**src/rtl/dict_loader.sv**
```systemverilog
// dict_loader: streams the dictionary image from memory into dict1/2/3 after a start request,
// and passes controller refill traffic straight through to memory while idle.
module dict_loader #(
    parameter int FIELD1_VAL_WIDTH = 7,
    parameter int FIELD2_VAL_WIDTH = 12,
    parameter int FIELD3_VAL_WIDTH = 13,
    parameter int FIELD1_ENTRIES = 8,
    parameter int FIELD2_ENTRIES = 64,
    parameter int FIELD3_ENTRIES = 128,
    parameter logic [31:0] BASE_ADDR = 32'h0001_0000
) (
    input  logic                        clk,
    input  logic                        reset,
    input  logic                        start,
    output logic                        busy,
    output logic                        done,
    output logic                        loaded,
    input  logic                        ctrl_mem_req_valid,
    output logic                        ctrl_mem_req_ready,
    input  logic [31:0]                 ctrl_mem_req_addr,
    output logic [31:0]                 ctrl_mem_req_rdata,
    output logic                        mem_req_valid,
    input  logic                        mem_req_ready,
    output logic [31:0]                 mem_req_addr,
    input  logic [31:0]                 mem_req_rdata,
    output logic                        dict1_write_enable,
    output logic [FIELD1_VAL_WIDTH-1:0] dict1_write_val,
    output logic                        dict2_write_enable,
    output logic [FIELD2_VAL_WIDTH-1:0] dict2_write_val,
    output logic                        dict3_write_enable,
    output logic [FIELD3_VAL_WIDTH-1:0] dict3_write_val
);
    localparam int TOTAL = FIELD1_ENTRIES + FIELD2_ENTRIES + FIELD3_ENTRIES;
    localparam int IW = TOTAL > 1 ? $clog2(TOTAL) : 1;
    localparam logic [IW-1:0] LAST = IW'(TOTAL - 1);
    localparam logic [IW-1:0] END1 = IW'(FIELD1_ENTRIES);
    localparam logic [IW-1:0] END2 = IW'(FIELD1_ENTRIES + FIELD2_ENTRIES);

    typedef enum logic [1:0] {S_IDLE, S_WAIT, S_REQ, S_WRITE} state_t;

    state_t        state;
    logic          pending;
    logic [IW-1:0] idx;

    // busy spans exactly REQ and WRITE, so it also selects the memory port owner
    assign mem_req_valid      = busy ? state == S_REQ : ctrl_mem_req_valid;
    assign mem_req_addr       = busy ? BASE_ADDR + (32'(idx) << 2) : ctrl_mem_req_addr;
    assign ctrl_mem_req_ready = busy ? 1'b0 : mem_req_ready;
    assign ctrl_mem_req_rdata = busy ? '0 : mem_req_rdata;

    always_ff @(posedge clk or posedge reset) begin
        if (reset) begin
            state              <= S_IDLE;
            pending            <= 1'b0;
            idx                <= '0;
            busy               <= 1'b0;
            done               <= 1'b0;
            loaded             <= 1'b0;
            dict1_write_enable <= 1'b0;
            dict2_write_enable <= 1'b0;
            dict3_write_enable <= 1'b0;
            dict1_write_val    <= '0;
            dict2_write_val    <= '0;
            dict3_write_val    <= '0;
        end else begin
            done               <= 1'b0;
            dict1_write_enable <= 1'b0;
            dict2_write_enable <= 1'b0;
            dict3_write_enable <= 1'b0;
            case (state)
                S_IDLE: begin
                    if (pending) begin
                        state   <= S_WAIT;
                        pending <= 1'b0;
                    end else if (start) begin
                        pending <= 1'b1;
                    end
                end
                // never split an in-flight controller transaction
                S_WAIT: begin
                    if (!ctrl_mem_req_valid) begin
                        state  <= S_REQ;
                        idx    <= '0;
                        loaded <= 1'b0;
                        busy   <= 1'b1;
                    end
                end
                S_REQ: begin
                    if (mem_req_ready) begin
                        state <= S_WRITE;
                        if (idx < END1) begin
                            dict1_write_enable <= 1'b1;
                            dict1_write_val    <= mem_req_rdata[FIELD1_VAL_WIDTH-1:0];
                        end else if (idx < END2) begin
                            dict2_write_enable <= 1'b1;
                            dict2_write_val    <= mem_req_rdata[FIELD2_VAL_WIDTH-1:0];
                        end else begin
                            dict3_write_enable <= 1'b1;
                            dict3_write_val    <= mem_req_rdata[FIELD3_VAL_WIDTH-1:0];
                        end
                    end
                end
                S_WRITE: begin
                    if (idx == LAST) begin
                        state  <= S_IDLE;
                        busy   <= 1'b0;
                        done   <= 1'b1;
                        loaded <= 1'b1;
                    end else begin
                        state <= S_REQ;
                        idx   <= idx + IW'(1);
                    end
                end
            endcase
        end
    end
endmodule

```
**config.mk**
```make
export PLATFORM = sky130hd
export DESIGN_NAME = dict_loader
export DESIGN_NICKNAME = d
export VERILOG_FILES = /design/src/rtl/dict_loader.sv
export SDC_FILE = /design/constraint.sdc
export NUM_CORES = 1
export LEC_CHECK = 0
export ABC_AREA = 1
export ABC_CLOCK_PERIOD_IN_PS = 2100
export BUFFER_PORTS_ARGS = -buffer_cell sky130_fd_sc_hd__buf_4
export CORE_MARGIN = 2
export CORE_UTILIZATION = 43
export CTS_CLUSTER_SIZE = 30
export DETAILED_ROUTE_END_ITERATION = 7
export MAX_ROUTING_LAYER = met4
export PLACE_DENSITY = 0.92
export SYNTH_ARGS = -nofsm -noshare
export SYNTH_HDL_FRONTEND = slang
export SYNTH_SLANG_ARGS = --single-unit
export TNS_END_PERCENT = 100
```
**constraint.sdc**
```tcl
create_clock -name clk -period 2.1 [get_ports clk]
set_input_delay 0.42 -clock clk [delete_from_list [all_inputs] [get_ports clk]]
set_output_delay 0.42 -clock clk [all_outputs]
set_load 0.01 [all_outputs]
```
# [After elaboration in Yosys (flattened, before gate mapping)]
# Index checks and enable logic that the tools add are counted.
[classes] n_addsub=2 n_mul=0 n_div=0 magnitude_cmp=2 n_eq_ne=9 shifts=0 mux=33 bitwise=2 reduce_logical=8
[ops] cell="$mux W32" n=2
[ops] cell="$mux W1" n=21
[ops] cell="$add A17 B10 Y18 const A" n=1
[ops] cell="$mux W8" n=2
[ops] cell="$pmux W8 S2" n=1
[ops] cell="$reduce_and A3 Y1" n=4
[ops] cell="$ne A2 B2 Y1 const B" n=5
[ops] cell="$add A8 B1 Y8 const B" n=1
[ops] cell="$eq A8 B8 Y1 const B" n=1
[ops] cell="$lt A8 B4 Y1 const B" n=1
[ops] cell="$lt A8 B7 Y1 const B" n=1
[ops] cell="$mux W2" n=4
[ops] cell="$pmux W2 S4" n=1
[ops] cell="$reduce_and A4 Y1" n=2
[ops] cell="$eq A2 B2 Y1 const B" n=2
[ops] cell="$pmux W1 S2" n=2
[ops] cell="$eq A2 B1 Y1 const B" n=1
[ops] cell="$logic_not A2 Y1" n=1
[ops] cell="$not A1 Y1" n=2
[ops] cell="$reduce_bool A2 Y1" n=1
[totals] reg_bits=49 latch_bits=0 mem_bits_rw=0 mem_bits_ro=0 output_inout_bits=104 wordCells=68 n_memories=0

# [Longest topological paths before layout]
# Gate-level depths: netlist (run 1).
[logic_depth] word_depth=5 mapped_depth=8

# [Least setup slack after synthesis (run 1)]
# No wires, ideal clock.
[synth_timing] kind="flip-flop to output port" startpoint="register busy" endpoint="output port mem_req_addr[2]" arrival_time_ns=1.163 required_ns=1.680 setup_slack_ns=0.517 stages_incl_launch_ff=5 path_buffers=2 path_cell_list="dfrtp_1 clkbuf_1 inv_1 clkbuf_1 o21ai_0"
[synth_between] elab_chain_cells=1
[synth_lines] element="start: declaration" line="15" source="output logic busy,"
[synth_lines] element="start signal: assignment" line="56" source="busy <= 1'b0;"
[synth_lines] element="start signal: assignment" line="85" source="busy <= 1'b1;"
[synth_lines] element="start signal: assignment" line="106" source="busy <= 1'b0;"
[synth_lines] element="$mux W32" line="47" source="assign mem_req_addr = busy ? BASE_ADDR + (32'(idx) << 2) : ctrl_mem_req_addr;"
[synth_lines] element="end: declaration" line="24" source="output logic [31:0] mem_req_addr,"
# No other way between the ends.

# [Worst setup path in the final report (run 1)]
[layout_timing] startpoint="register busy" endpoint="output port mem_req_valid"
[layout_between] elab_chain_cells=1
[layout_lines] element="$mux W1" line="46" source="assign mem_req_valid = busy ? state == S_REQ : ctrl_mem_req_valid;"
[layout_lines] element="end: declaration" line="22" source="output logic mem_req_valid,"
# No other way between the ends.

==> out/metrics.cfg, run 1 <==
[power_and_ir_drop]
p_per_area_nw_per_um2=1120
finalPower_mw=4.68
p_leak_nw=2.51
vdd_drop_max_mv=0.724

[clock_tree]
cts_max_path_buffers=2
cts_buffers=5
cts.htree.levels=2
clk_latency_ns=0.30
path_clk_slew_ns=0.08
hold_buffers=0
cts_tree=yes
cts_root_buf=clkbuf_8
cts_sinks=49

[setup_path]
arrival_ns=1.49
path_cells=clkinvlp_4 -> buf_4 -> o21ai_0 -> buf_4
criticalPathCategory=flip-flop to output port
start_kind=flip-flop
slowest_delay_ns=0.57
critPathSlowestCell=dfrtp_4
cp-end-kind=output port
required_ns=1.68
worst-path-max-fanout=21
path_common_cell=buf_4

[yosys]
ys_ff_latch=49
synthDistinctLibCells=27
syn_avg_cell_area_um2=6.98
yosysWarnings=0
seq_area_frac_synth_pct=45.2
synthCells=389
syn_area_um2=2710
syn-num-nets=459

[cells_and_area]
antennaDiodeCount=0
final_area_um2=4180
drive_above_1_share_pct=36.3
nNetsFinal=628
seqCellArea_um2=1230
multi_input_area_um2=1100
syn2layout_area_growth_pct=54.0
fillers=478

[place]
dpl.hpwl_mm=6.58
portBuffers=172
post_dp_cell_area_um2=4050
routabilityCongestion=0.876

[status]
status=finished, final reports clean

[global_route]
grt_max_degree=50
antenna_found_initial=0
grt_first_pass_wirelength_mm=13.6
track_usage_pct=24.2
gr-total-overflow=0
grt_pass1_vias=3037

[sta]
relSlewSlack_pct=59.4
setup_viol=0
worst_slew_pin_slew_ns=0.609
rsz0062_at_grt=false
fin_crit_sh_pct=91.1
clock_skew_ns=0.00767
timing.fmax_mhz=523
min_period_ns=1.91
fin_setup_tns_ns=0
timing.final.max_slew_violations=0
hold_viol_final=0

[die]
die_w_um=83.4
core-area_um2=6030
die_h_um=83.4
placementRows=28
initial_core_util_pct=45.0
die-area_um2=6960
io_pins=173

[route]
drc_errors=0
num_vias=3048
drtIter0Drc=118
wl_per_cell_um=13.1
detail_route.first_pass.iterations=4
antenna_left=0
via_per_inst=4.81
wirelength_mm=8.32

[run]
max_cap_viol_count=0

[min_path]
min-delay-path-class=primary input to async pin

cells in the mapped netlist, drive strengths merged:
| cell | count | area [µm²] |
|---|---|---|
| o21bai | 1 | 7.51 |
| nand3 | 10 | 60.1 |
| o21ai | 33 | 165 |
| nand2 | 111 | 432 |
| nand3b | 2 | 15.0 |
| buf | 10 | 68.8 |
| inv | 77 | 292 |
| a21oi | 2 | 10.0 |
| or2 | 2 | 12.5 |
| xor2 | 1 | 8.76 |
| nor3 | 1 | 5.00 |
| nand4 | 12 | 75.1 |
| nor2 | 71 | 302 |
| dfrtp | 49 | 1230 |
| ha | 1 | 12.5 |
| clkbuf | 6 | 22.5 |
critical path: cells and delay by family, from the launching register on:
family	cells	cell delay [ns]
buffers and inverters	3	0.44
AOI/OAI and AO/OA	1	0.18
DFF	1	0.57
cell type report:
class                           instances  area share, %
Tap cell                               75           2.24
Multi-Input combinational cell        247           26.4
Clock inverter                          2          0.898
Inverter                               77           7.06
Sequential cell                        49           29.4
Clock buffer                            6           1.98
Timing Repair Buffer                  178           32.0
timing repair:
item                                    4_1_cts  5_1_grt
endpoints found under the setup margin        0        9
resized for setup                             0        2
buffers inserted                              0        1
cells in the final DEF, fill, tap and decap left out:
| cell type | n |
|---|---|
| buf_4 | 178 |
| inv_4 | 1 |
| nand4_1 | 12 |
| xor2_1 | 1 |
| inv_1 | 72 |
| nand2_4 | 1 |
| ha_1 | 1 |
| nand3_2 | 2 |
| nor2_8 | 2 |
| clkbuf_8 | 6 |
| dfrtp_4 | 1 |
| clkinvlp_4 | 2 |
| nand3_1 | 8 |
| o21bai_1 | 1 |
| nand3b_1 | 2 |
| nor3_1 | 1 |
| or2_2 | 2 |
| nor2_1 | 68 |
| nand2_2 | 3 |
| bufinv_16 | 1 |
| dfrtp_1 | 48 |
| a21oi_1 | 2 |
| o21ai_0 | 23 |
| nand2_1 | 107 |
| nor2_2 | 1 |
| inv_2 | 3 |
| o21ai_1 | 10 |
per-stage QoR:
stage	hold WS, ns	utilization (%)	setup slack [ns]	cells
4_1_cts	0.297	69.1	0.0890	633
6_report	0.277	69.4	0.187	634
3_5_place_dp	0.469	67.2	0.420	625
5_1_grt	0.329	69.4	0.0495	634
2_1_floorplan	0.464	-	0.507	389
3_3_place_gp	0.466	67.2	0.463	625
sequential cells by signal (all words and copies together) (netlist names):
signal / flops
dict3_write_enable: 1
busy: 1
state: 2
dict1_write_val: 7
done: 1
dict2_write_val: 12
pending: 1
dict3_write_val: 13
loaded: 1
dict1_write_enable: 1
idx: 8
dict2_write_enable: 1
cells by family after synthesis:
group / after synthesis / share of synthesized area (%)
AO/OA/AOI/OAI: 36 / 6.73
AND/OR/NAND/NOR: 209 / 33.2
XOR/XNOR: 1 / 0.323
buffers and inverters: 93 / 14.1
flip-flops: 49 / 45.2
adder cells (fa/ha/maj): 1 / 0.461
final timing paths:
kind,cells after the start,slack (ns),start,to
setup / recovery,4,0.19,busy,mem_req_valid
hold / removal,3,0.28,reset,idx[5]
setup reg to reg,6,0.53,idx[5],dict1_write_val[4]
hold reg to reg,2,0.49,dict2_write_val[2],dict2_write_val[2]
max in group asynchronous,3,1.36,reset,busy
min in group clk,3,0.34,mem_req_rdata[3],dict3_write_val[3]
power by group:
| group | internal [mW] | leakage [nW] | switching [mW] |
|---|---|---|---|
| sequential | 1.34 | 0.607 | 0.303 |
| clock | 0.387 | 0.0574 | 0.312 |
| combinational | 1.01 | 1.84 | 1.33 |
per-layer routing:
layer	global-route usage (%)	share of wire, %	vias to the layer above
met3	4.47	6.4	16
met5	-	0	-
met4	9.53	2.0	0
met1	26.3	38	1392
li1	-	-	1495
met2	43.7	54	145
No activity file was read; power rests on OpenSTA's default activity.
==> inputs of run 2 (changes only) <==
--- a/config.mk
+++ b/config.mk
@@ -9,11 +9,12 @@
 export ABC_CLOCK_PERIOD_IN_PS = 2100
 export BUFFER_PORTS_ARGS = -buffer_cell sky130_fd_sc_hd__buf_4
 export CORE_MARGIN = 2
-export CORE_UTILIZATION = 43
+export CORE_UTILIZATION = 44
+export CTS_BUF_LIST = sky130_fd_sc_hd__clkbuf_2 sky130_fd_sc_hd__clkbuf_4 sky130_fd_sc_hd__clkbuf_8
 export CTS_CLUSTER_SIZE = 30
 export DETAILED_ROUTE_END_ITERATION = 7
 export MAX_ROUTING_LAYER = met4
-export PLACE_DENSITY = 0.92
+export PLACE_DENSITY = 0.94
 export SYNTH_ARGS = -nofsm -noshare
 export SYNTH_HDL_FRONTEND = slang
 export SYNTH_SLANG_ARGS = --single-unit
==> out/metrics.cfg, run 2 (same netlist as run 1, synthesis figures left out) <==
[status]
status=finished, final reports clean

[setup_path]
critPathSlowestCell=dfrtp_2
timing.critical_path.from=busy
reg2regPathDepth=6
worstSetupPathDepth=5
path_common_cell=buf_4
crit_buf_inv=3
arrival_ns=1.45
crit_family=buffers and inverters
worst-path-max-fanout=24
criticalPathCategory=flip-flop to output port
cp-end-kind=output port
regToRegStartpoint=idx[5]
required_ns=1.68
start_kind=flip-flop
path_cells=buf_4 -> buf_4 -> nand2_1 -> nand2_1 -> buf_4
slowest_delay_ns=0.37

[die]
die_w_um=82.5
io_pins=173
core-area_um2=5960
die-area_um2=6810
die_h_um=82.5
initial_core_util_pct=45.6
placementRows=28

[global_route]
track_usage_pct=26.1
gr-usage-met3_pct=4.89
grt_max_degree=28
grt_pass1_vias=2937
gr-usage-met1_pct=30.6
gr-total-overflow=0
gr-max-usage-layer=met2
grt_first_pass_wirelength_mm=13.4
antenna_found_initial=0
use_met2_pct=43.7

[clock_tree]
hold_buffers=0
cts_sinks=49
cts_max_path_buffers=2
cts_resized=0
clk_latency_ns=0.30
cts_buffers=5
path_clk_slew_ns=0.09
cts_root_buf=clkbuf_8
cts_tree=yes
cts.htree.levels=2
post-cts-setup-buffers=0

[sta]
holdWs_ns=0.0428
setup_viol=0
clock_skew_ns=0.00788
fin_crit_sh_pct=89.1
worst_slew_pin_slew_ns=0.445
hold_viol_final=0
relSlewSlack_pct=70.3
rsz0062_at_grt=false
timing.final.max_slew_violations=0
fin_setup_tns_ns=0
min_period_ns=1.87
timing.fmax_mhz=534

[place]
dpl.hpwl_mm=6.71
portBuffers=172
routabilityCongestion=0.930
post-place-cells=625

[cells_and_area]
drive_above_1_share_pct=36.0
layout_commonest_cell=buf_4
nNetsFinal=627
reg_top3=dict3_write_val x13, dict2_write_val x12, idx x8
regMostFlops=dict3_write_val
instances_no_fill=633
layout_common_cells=177 x buf_4, 107 x nand2_1, 73 x inv_1, 68 x nor2_1, 48 x dfrtp_1
largest_reg_flops=13
syn2layout_area_growth_pct=53.5
utilization_pct=70.0
antennaDiodeCount=0

[power_and_ir_drop]
combPwrFrac_pct=50.7
p_int_mw=2.73
p_seq_share_pct=34.5
p_leak_nw=2.51
p_switching_mw=2.00
finalPower_mw=4.72
swShare_pct=42.3
p_clk_share_pct=14.8
vdd_drop_max_mv=0.827
p_per_area_nw_per_um2=1130

[route]
antenna_left=0
detail_route.first_pass.iterations=5
wl_per_cell_um=13.6
drtIter0Drc=251
wirelength_mm=8.59
via_per_inst=4.88
num_vias=3087
drc_errors=0

[run]
max_cap_viol_count=0

[min_path]
min-delay-path-class=primary input to async pin

## run 2: final timing paths
kind	slack, ns	end
max in group asynchronous	1.47	dict2_write_val[6]
worst min register to register	0.49	dict2_write_val[10]
min in group clk	0.33	dict3_write_val[12]
worst min-delay path	0.04	dict3_write_val[4]
worst max register to register	0.37	dict2_write_val[2]
worst max-delay path	0.23	mem_req_addr[4]
## run 2: layout make-up
cell class | instances | area (µm²)
repair buffers | 177 | 1330
fillers | 451 | 1790
well taps | 75 | 93.8
inverters | 77 | 292
clock buffers | 6 | 82.6
flip-flops and latches | 49 | 1230
clock inverters | 2 | 37.5
multi-input cells | 247 | 1100
## run 2: power groups by stage
stage | Combinational (mW) | Sequential (mW) | Clock (mW)
after floorplan | 1.19 | 1.73 | 0
after global placement | 2.27 | 1.62 | 0
after detailed placement | 2.37 | 1.64 | 0
after CTS | 2.40 | 1.62 | 0.702
after global routing | 2.64 | 1.68 | 0.744
final | 2.39 | 1.63 | 0.698
## run 2: routing by layer
metal  part of all wire (%)  vias up
li1                       -     1487
met1                     37     1391
met3                    8.5       24
met4                    3.3        0
met2                     51      185
met5                      0        -
## run 2: worst register-to-register path: cells and delay by family, from the launching register on
kind          cells  cell delay [ns]
flops             1             0.45
simple gates      6             1.18
## run 2: through the flow
stage	area [µm²]	worst slack, ns
2_1_floorplan	2710	0.507
3_3_place_gp	4050	0.579
3_5_place_dp	4050	0.480
4_1_cts	4170	0.219
5_1_grt	4170	0.116
6_report	4170	0.228
